## src/rtl/mem_stage_ctrl.sv

```systemverilog
// Memory-stage controller: takes the EX/MEM latch contents, issues one dcache
// request per load/store, stalls upstream until dhit, and builds the MEM/WB
// latch inputs. Also keeps a sticky halt and a saturating miss-cycle counter.
module mem_stage_ctrl #(
  parameter int WORD_W = 32,
  parameter int CNT_W  = 16
) (
  input  logic              CLK,
  input  logic              RST,
  input  logic              in_valid,
  input  logic              dREN_out,
  input  logic              dWEN_out,
  input  logic              MemtoReg_out,
  input  logic              RegWr_out,
  input  logic              jal_s_out,
  input  logic              halt_out,
  input  logic [4:0]        wsel_out,
  input  logic [WORD_W-1:0] alu_portOut_out,
  input  logic [WORD_W-1:0] rdat2_out,
  input  logic [WORD_W-1:0] pcplusfour_out,
  input  logic              dhit,
  input  logic [WORD_W-1:0] dmemload,
  output logic              dmemREN,
  output logic              dmemWEN,
  output logic [WORD_W-1:0] dmemaddr,
  output logic [WORD_W-1:0] dmemstore,
  output logic              mem_stall,
  output logic              wb_valid,
  output logic              wb_RegWr,
  output logic [4:0]        wb_wsel,
  output logic [WORD_W-1:0] wb_wdat,
  output logic              wb_halt,
  output logic [CNT_W-1:0]  wait_cnt
);

  typedef enum logic {IDLE, ACCESS} state_t;

  localparam logic [CNT_W-1:0] CNT_MAX = '1;

  state_t            state;
  logic              halted;
  logic              is_write;
  logic [WORD_W-1:0] addr_q;
  logic [WORD_W-1:0] data_q;

  logic mem_op;
  logic in_access;
  logic done;
  logic non_mem_done;
  logic reg_write;

  // Load data selection comes from the captured request type, so the
  // MemtoReg flag carries no extra information here.
  logic unused_inputs;
  assign unused_inputs = MemtoReg_out;

  assign mem_op       = in_valid & (dREN_out | dWEN_out) & ~halted;
  assign in_access    = (state == ACCESS);
  assign done         = in_access & dhit;
  assign non_mem_done = ~in_access & in_valid & ~halted & ~mem_op;
  assign reg_write    = RegWr_out & ~dWEN_out & (wsel_out != 5'd0);

  assign dmemREN   = in_access & ~is_write;
  assign dmemWEN   = in_access & is_write;
  assign dmemaddr  = addr_q;
  assign dmemstore = data_q;
  assign mem_stall = (~in_access & mem_op) | (in_access & ~dhit);

  // Request FSM: capture the request in IDLE, hold it in ACCESS until dhit;
  // also latches the sticky halt flag.
  always_ff @(posedge CLK) begin
    if (RST) begin
      state    <= IDLE;
      halted   <= 1'b0;
      is_write <= 1'b0;
      addr_q   <= '0;
      data_q   <= '0;
    end else begin
      case (state)
        IDLE: begin
          if (mem_op) begin
            addr_q   <= alu_portOut_out;
            data_q   <= rdat2_out;
            is_write <= dWEN_out;
            state    <= ACCESS;
          end
        end
        ACCESS: begin
          if (dhit) state <= IDLE;
        end
        default: state <= IDLE;
      endcase
      if (in_valid && halt_out && !halted) halted <= 1'b1;
    end
  end

  // MEM/WB latch inputs: written by a completing instruction, otherwise the
  // valid and write-enable drop while select and data keep their last value.
  always_ff @(posedge CLK) begin
    if (RST) begin
      wb_valid <= 1'b0;
      wb_RegWr <= 1'b0;
      wb_wsel  <= '0;
      wb_wdat  <= '0;
      wb_halt  <= 1'b0;
    end else begin
      if (done) begin
        wb_valid <= 1'b1;
        wb_RegWr <= reg_write;
        wb_wsel  <= wsel_out;
        if (!is_write) wb_wdat <= dmemload;
      end else if (non_mem_done) begin
        wb_valid <= 1'b1;
        wb_RegWr <= reg_write;
        wb_wsel  <= wsel_out;
        wb_wdat  <= jal_s_out ? pcplusfour_out : alu_portOut_out;
      end else begin
        wb_valid <= 1'b0;
        wb_RegWr <= 1'b0;
      end
      if (in_valid && halt_out && !halted) wb_halt <= 1'b1;
    end
  end

  // Miss-cycle counter: every ACCESS cycle without dhit, saturating at max.
  always_ff @(posedge CLK) begin
    if (RST) begin
      wait_cnt <= '0;
    end else if (in_access && !dhit && (wait_cnt != CNT_MAX)) begin
      wait_cnt <= wait_cnt + 1'b1;
    end
  end

endmodule

```

## config.mk

```make
export PLATFORM = sky130hd
export DESIGN_NAME = mem_stage_ctrl
export DESIGN_NICKNAME = d
export VERILOG_FILES = /design/src/rtl/mem_stage_ctrl.sv
export SDC_FILE = /design/constraint.sdc
export NUM_CORES = 1
export LEC_CHECK = 0
export BUFFER_PORTS_ARGS = -buffer_cell sky130_fd_sc_hd__buf_4
export CORE_MARGIN = 5
export CORE_UTILIZATION = 41
export DETAILED_ROUTE_END_ITERATION = 8
export GPL_TIMING_DRIVEN = 0
export HOLD_SLACK_MARGIN = 0.12
export PLACE_DENSITY = 0.82
export SETUP_SLACK_MARGIN = 0.02
export SKIP_CTS_REPAIR_TIMING = 1
export SLEW_MARGIN = 20
export SYNTH_ARGS = -nofsm -noshare
export SYNTH_HDL_FRONTEND = slang
export SYNTH_SLANG_ARGS = --single-unit
```

## constraint.sdc

```tcl
create_clock -name CLK -period 1.7 [get_ports CLK]
set_input_delay 0.17 -clock CLK [delete_from_list [all_inputs] [get_ports CLK]]
set_output_delay 0.17 -clock CLK [all_outputs]
set_load 0.02 [all_outputs]
```

* Word-level counts from Yosys, hierarchy flattened
Cells that the tools add are included.
Cells by class: $add $sub $neg 1, equality and inequality tests 2, mux-type cells 13, bitwise operators 20, reduce and logical (&&, ||, !) cells 10
Operators by type and width (number):
- two-way mux 32 bit | 4
- adder 16 x 1 -> 16 bit, second input constant | 1
- != test 16 bit, second input constant | 1
- AND 1 bit | 12
- two-way mux 5 bit | 2
- two-way mux 1 bit | 6
- inverter 1 bit | 6
- nonzero test 5 bit | 1
- logical AND 1 bit | 4
- AND reduction 2 bit | 2
- logical NOT 1 bit | 2
- != test 2 bit, second input constant | 1
- bitwise OR 1 bit | 2
- case mux 1 bit (2 select lines) | 1
- nonzero test 2 bit | 1
Word-level totals: flip-flop bits (word level) 122, input bits 143, output and inout bits 123, word-level logic and storage cells 56

* Logic depth before layout (Yosys ltp)
Gate-level depths: netlist (run 1).
depth after elaboration 7, mapped depth 6, gate-level depth less buffers 5

* Worst setup path before layout (run 1)
No wires, ideal clock.
path type register -> register, start point reg wait_cnt[2], end point reg wait_cnt[15], setup time 0.121 ns, data arrival time 1.812 ns, required time 1.579 ns, slack -0.232 ns, stages on the path, launching flop included 6, path buffers 1, period minus slack after synthesis 1.932 ns, cells stage by stage dfxtp_1 and4_1 or3b_1 buf_2 nor4b_1 mux2_2
Between the ends: cells in the longest elaborated chain, start to end 2, elaborated cells on any way between the ends 3, classes of those cells 1 x add/sub; 1 x eq/ne; 1 x reduce/logical
RTL lines:
- start: declaration | line 33 | output logic [CNT_W-1:0] wait_cnt
- start signal: assignment | line 130 | wait_cnt <= wait_cnt + 1'b1;
- branches (longest 2 deep; another with adder 16 x 1 -> 16 bit)
Several ways; the timed one is not identified. A chain may end at the register's enable or synchronous reset.

* Worst setup path in the final report (run 1)
start point reg wait_cnt[3], end point reg wait_cnt[9]
Same word-level chain as after synthesis.

==> impl_metrics.toml, run 1 <==
[floorplanning]
ios = 266
die_area_mm2 = 0.01501
num_rows = 41
core-area_mm2 = 0.01252
start_util_pct = 41.46
die-height_um = 122.5
fp.dieW_um = 122.5

[pwr]
ir_drop_mv = 0.5006
leakagePower_nw = 4.092
p_int_mw = 6.063
power_mw = 8.285
switching_power_mw = 2.222
p_clk_share_pct = 42.7
seqPwrFrac_pct = 37.3
combinationalPowerShare_pct = 20.0
pwr_density_cell_mw_per_mm2 = 884.2
switching_share_pct = 26.82

[worst_hold_path]
min_path_type = "in2reg"

[outcome]
violations = "negative setup slack"
outcome = "complete, but fails checks"

[timing]
finalSetupViolCount = 5
rsz0062_at_grt = "yes"
fin_crit_sh_pct = 107.2
relSlewSlack_pct = 46.04
period_needed_ns = 1.822
worst_clock_skew_ns = 0.005568
tightestPinTransition_ns = 0.8094
finalWorstSetupSlack_ns = -0.1217
drv_slew = 0
hold_violations = 0
fmax_mhz = 548.9
setup_tns_ns = -0.4695

[yosys]
synth_top_cells_by_area = "dfxtp_1 47%, nand2_1 13%, a21oi_1 11%, mux2i_1 6.2%, o2111ai_1 5.4%"
synth.most_common_cell = "nand2_1"
synth_warnings = 0
synth.distinct_cells = 36
synth_top_cell_area_share_pct = 47.06
seq_area_frac_synth_pct = 47.06
synth_seq_cells = 122
syn-num-nets = 790
synth-edff-count = 0
avgSynthCellArea_um2 = 8.034
synthFlopType = "dfxtp_1"
synthTopCellsByCount = "178 x nand2_1, 122 x dfxtp_1, 113 x a21oi_1"
syn_inst = 646
syn_area_mm2 = 0.005190
synthArstFlopShare_pct = 0
synth_area_leader_cell = "dfxtp_1"

[global_routing]
grt_pass1_vias = 5753
gr-total-overflow = 0
grt_start_max_net_pins = 17
grt_pass1_wl_mm = 29.66
track_usage_pct = 25.46
grt_antenna_before_repair = 1

[placed_design]
io_buffers = 262
place_hpwl_mm = 15.02
routabilityCongestion = 0.8453

[critical_path]
r2r_setup_slack_ns = -0.12
endpoint_kind = "register"
path_buf_inv = 1
critPathLaunchType = "register"
criticalPathCategory = "reg2reg"
crit_chain = "and4_4 -> or3b_4 -> buf_6 -> or4_4 -> a21oi_2"
ff2ff_path_depth = 5
r2r_end = "wait_cnt[9]"
reg2reg_from = "wait_cnt[3]"
slowest_delay_ns = 0.48
crit_slowest_cell = "or4_4"
cp.required_ns = 2.04
crit_path_end = "wait_cnt[9]"
cp.depth = 5
cp-startpoint = "wait_cnt[3]"
path_max_fanout = 6
worstPathArrival_ns = 2.16
critPathTopFamily = "simple AND/OR/NAND/NOR gates"

[drt]
vias_per_cell = 5.373
drc = 0
wl_mm = 23.36
via_count = 6533
first_iter_violations = 510
drt-pass1-iter-count = 5
ant_nets = 0
wl_per_cell_um = 19.21

[job]
drv_cap = 0

[final_layout]
drive_above_1_share_pct = 38.48
fill_cells = 880
synthToLayoutAreaGrowth_pct = 80.54
final_util_pct = 74.86
layout.nets = 1173

[clocking]
cts_root_buffer = "clkbuf_16"
cts_buffer_depth = 2
cts.clk_slew.worst_paths_ns = 0.05
cts.sinks = 122
htree_num_levels = 4
cts_buffers = 17
tritoncts = "yes"
clk_latency_ns = 0.42
==> cells by family after synthesis <==
logic type	count (synthesis)	synth area share [%]
simple gates	236	19.84
compound gates	194	21.72
flops	122	47.06
buf+inv	58	4.315
mux	35	6.823
fa+ha+maj	1	0.2410
==> worst min-delay path by stage <==
stage | start | to | slack, ns | cells past startpoint
2_1_floorplan | dWEN_out | wb_RegWr | 0.25 | 1
3_3_place_gp | dWEN_out | wb_RegWr | 0.39 | 2
3_5_place_dp | dWEN_out | wb_RegWr | 0.40 | 2
4_1_cts | dWEN_out | wb_RegWr | -0.03 | 2
5_1_grt | dmemload[30] | wb_wdat[30] | 0.12 | 3
6_report | dmemload[28] | wb_wdat[28] | 0.1 | 3
==> final cells by class <==
cell class,count,area [µm²],area share [%]
Timing Repair Buffer,364,2985,31.86
Clock inverter,8,92.59,0.9881
Tap cell,172,215.2,2.297
Inverter,3,11.26,0.1202
Multi-Input combinational cell,466,2776,29.63
Sequential cell,122,2481,26.48
Clock buffer,24,481.7,5.141
Antenna cell,2,5.005,0.05341
Buffer,55,321.6,3.432
==> power groups by stage <==
| stage | Combinational [mW] | Sequential, mW | Clock [mW] |
|---|---|---|---|
| floorplan | 0.456 | 3.32 | 0 |
| global placement | 1.30 | 3.14 | 0 |
| detailed placement | 1.31 | 3.15 | 0 |
| CTS | 1.32 | 3.09 | 3.55 |
| global route | 1.75 | 3.11 | 3.69 |
| finish | 1.65 | 3.09 | 3.54 |
==> through the flow <==
step / cell area [µm²] / instances / setup WS [ns] / hold WS (ns)
6_report: 9370 / 1216 / -0.1217 / 0.09647
5_1_grt: 9368 / 1215 / -0.1832 / 0.1229
4_1_cts: 8001 / 1112 / -0.8431 / -0.03145
3_5_place_dp: 7427 / 1080 / -0.4297 / 0.4033
3_3_place_gp: 7427 / 1080 / -0.4206 / 0.3872
2_1_floorplan: 5245 / 646 / -0.04785 / 0.2457
==> layout by cell type (no fill, tap or decap), drive strengths merged, types with 2 or more instances in the layout <==
cell type and instances:
buf 302, nand2 178, dfxtp 122, a21oi 113, dlygate4sd3 79, clkbuf 62, o21ai 37, mux2i 32
o2111ai 32, nor2 9, or4 7, o31ai 6, nand4 5, clkinv 5, nand3 5, nor4 5
nor2b 4, o21a 3, inv 3, or2 3, mux2 3, nand2b 3, or3 3, diode 2
and2 2, or3b 2, and3 2, bufinv 2, nor3b 2, nor3 2, and4 2
==> worst min-delay path: stages <==
cell and delay (ns):
buf_4 0.08, o2111ai_1 0.11, a21oi_1 0.12
==> registers in the layout, summed over array words and instances, names as in the netlist, 5 cells and up <==
| name | cells |
|---|---|
| dmemaddr | 32 |
| wb_wdat | 32 |
| wb_wsel | 5 |
| dmemstore | 32 |
| wait_cnt | 16 |
==> metal layers <==
layer,GRT usage (%),vias up,routed length [µm]
li1,-,3055,-
met1,30.23,3068,8901
met2,43.28,329,11800
met3,6.912,81,1704
met4,10.85,0,954
met5,0,-,0
Power figures use the tool's default switching activity.
==> run 2: changes to the inputs <==
- MAX_ROUTING_LAYER: default -> met4
==> impl_metrics.toml, run 2 (synthesis results as in run 1) <==
[clocking]
cts_root_buffer = "clkbuf_16"
htree_num_levels = 4
cts.sinks = 122
clk_latency_ns = 0.41
cts_buffers = 17
cts.clk_slew.worst_paths_ns = 0.05
cts_buffer_depth = 2
tritoncts = "yes"

[final_layout]
multi_input_area_mm2 = 0.002755
final_common_cell = "buf_4"
layout.nets = 1174
drive_above_1_share_pct = 38.06
fill_cells = 884
final_design_area_no_fill_mm2 = 0.009360
regArea_mm2 = 0.002481
layout_common_cells = "284 x buf_4, 176 x nand2_1, 109 x dfxtp_1, 108 x a21oi_1, 79 x dlygate4sd3_1"
fin_cells = 1217
synthToLayoutAreaGrowth_pct = 80.35

[drt]
wl_per_cell_um = 19.12
first_iter_violations = 555
wl_mm = 23.27
vias_per_cell = 5.394
via_count = 6565
ant_nets = 0
drt-pass1-iter-count = 5
drc = 0

[placed_design]
place_area_mm2 = 0.007427
dp.cells = 1080
io_buffers = 262
place_ws_ns = -0.4297
routabilityCongestion = 0.8585
place_hpwl_mm = 15.02

[timing]
relSlewSlack_pct = 48.97
rsz0062_at_grt = "yes"
finalWorstSetupSlack_ns = -0.1270
fin_crit_sh_pct = 107.5
period_needed_ns = 1.827
finalSetupViolCount = 4
fmax_mhz = 547.4
worst_clock_skew_ns = 0.007046
tightestPinTransition_ns = 0.7654
drv_slew = 0
hold_violations = 0
hold_ws_ns = 0.1041

[critical_path]
cp.required_ns = 2.03
critPathLaunchType = "register"
endpoint_kind = "register"
path_max_fanout = 6
worstPathArrival_ns = 2.16
criticalPathCategory = "reg2reg"

[floorplanning]
die-height_um = 122.5
ios = 266
num_rows = 41
core-area_mm2 = 0.01252
die_area_mm2 = 0.01501
fp.dieW_um = 122.5
start_util_pct = 41.46

[job]
drv_cap = 0

[worst_hold_path]
min_path_type = "in2reg"

[pwr]
switching_share_pct = 26.68
seqPwrFrac_pct = 37.3
leakagePower_nw = 4.095
switching_power_mw = 2.207
pwr_density_cell_mw_per_mm2 = 883.7
ir_drop_mv = 0.4945
p_clk_share_pct = 42.7
p_int_mw = 6.065
power_mw = 8.272
combinationalPowerShare_pct = 20.0

[global_routing]
grt_pass1_wl_mm = 29.68
track_usage_pct = 26.21
grt_antenna_before_repair = 1
grt_start_max_net_pins = 17
grt_pass1_vias = 5748
gr-total-overflow = 0

[outcome]
violations = "negative setup slack"
outcome = "complete, but fails checks"
==> run 2: metal layers <==
metal / global-route usage (%) / wire length, µm
met1: 30.69 / 8878
met2: 43.35 / 11800
met3: 6.267 / 1729
met4: 10.71 / 866
met5: - / 0
==> run 2: path summary, 6_finish.rpt <==
path	start	endpoint	slack [ns]	cells past startpoint
worst max-delay path	wait_cnt[3]	wait_cnt[9]	-0.13	5
worst min-delay path	dmemload[23]	wb_wdat[23]	0.10	3
worst max register to register	wait_cnt[3]	wait_cnt[9]	-0.13	5
worst min register to register	dmemstore[13]	dmemstore[13]	0.45	2
==> run 2: final cells by class <==
type	instances	area share, %
antenna	2	0.05347
buffer	55	3.475
clock buffer	24	5.146
clock inverter	8	0.9892
inverter	3	0.1203
multi-input combinational	466	29.43
sequential	122	26.51
tap	172	2.299
timing repair buffer	365	31.97
==> run 2: power groups by stage <==
| stage | sequential (mW) | combinational (mW) | clock (mW) |
|---|---|---|---|
| floorplan | 3.32 | 0.456 | 0 |
| global placement | 3.14 | 1.30 | 0 |
| detailed placement | 3.15 | 1.31 | 0 |
| CTS | 3.09 | 1.32 | 3.55 |
| global route | 3.11 | 1.75 | 3.69 |
| finish | 3.09 | 1.65 | 3.53 |
==> run 2: worst max-delay path: stages, from the launching register on <==
cell and delay, ns:
dfxtp_4 0.37, and4_4 0.25, or3b_4 0.39, buf_6 0.14, or4_4 0.48, a21oi_2 0.12
==> run 2: through the flow <==
| stage | setup TNS [ns] | util, % |
|---|---|---|
| 2_1_floorplan | -0.1086 | - |
| 3_3_place_gp | -23.54 | 59.34 |
| 3_5_place_dp | -26.14 | 59.34 |
| 4_1_cts | -26.81 | 63.92 |
| 5_1_grt | -1.053 | 74.76 |
| 6_report | -0.4796 | 74.78 |
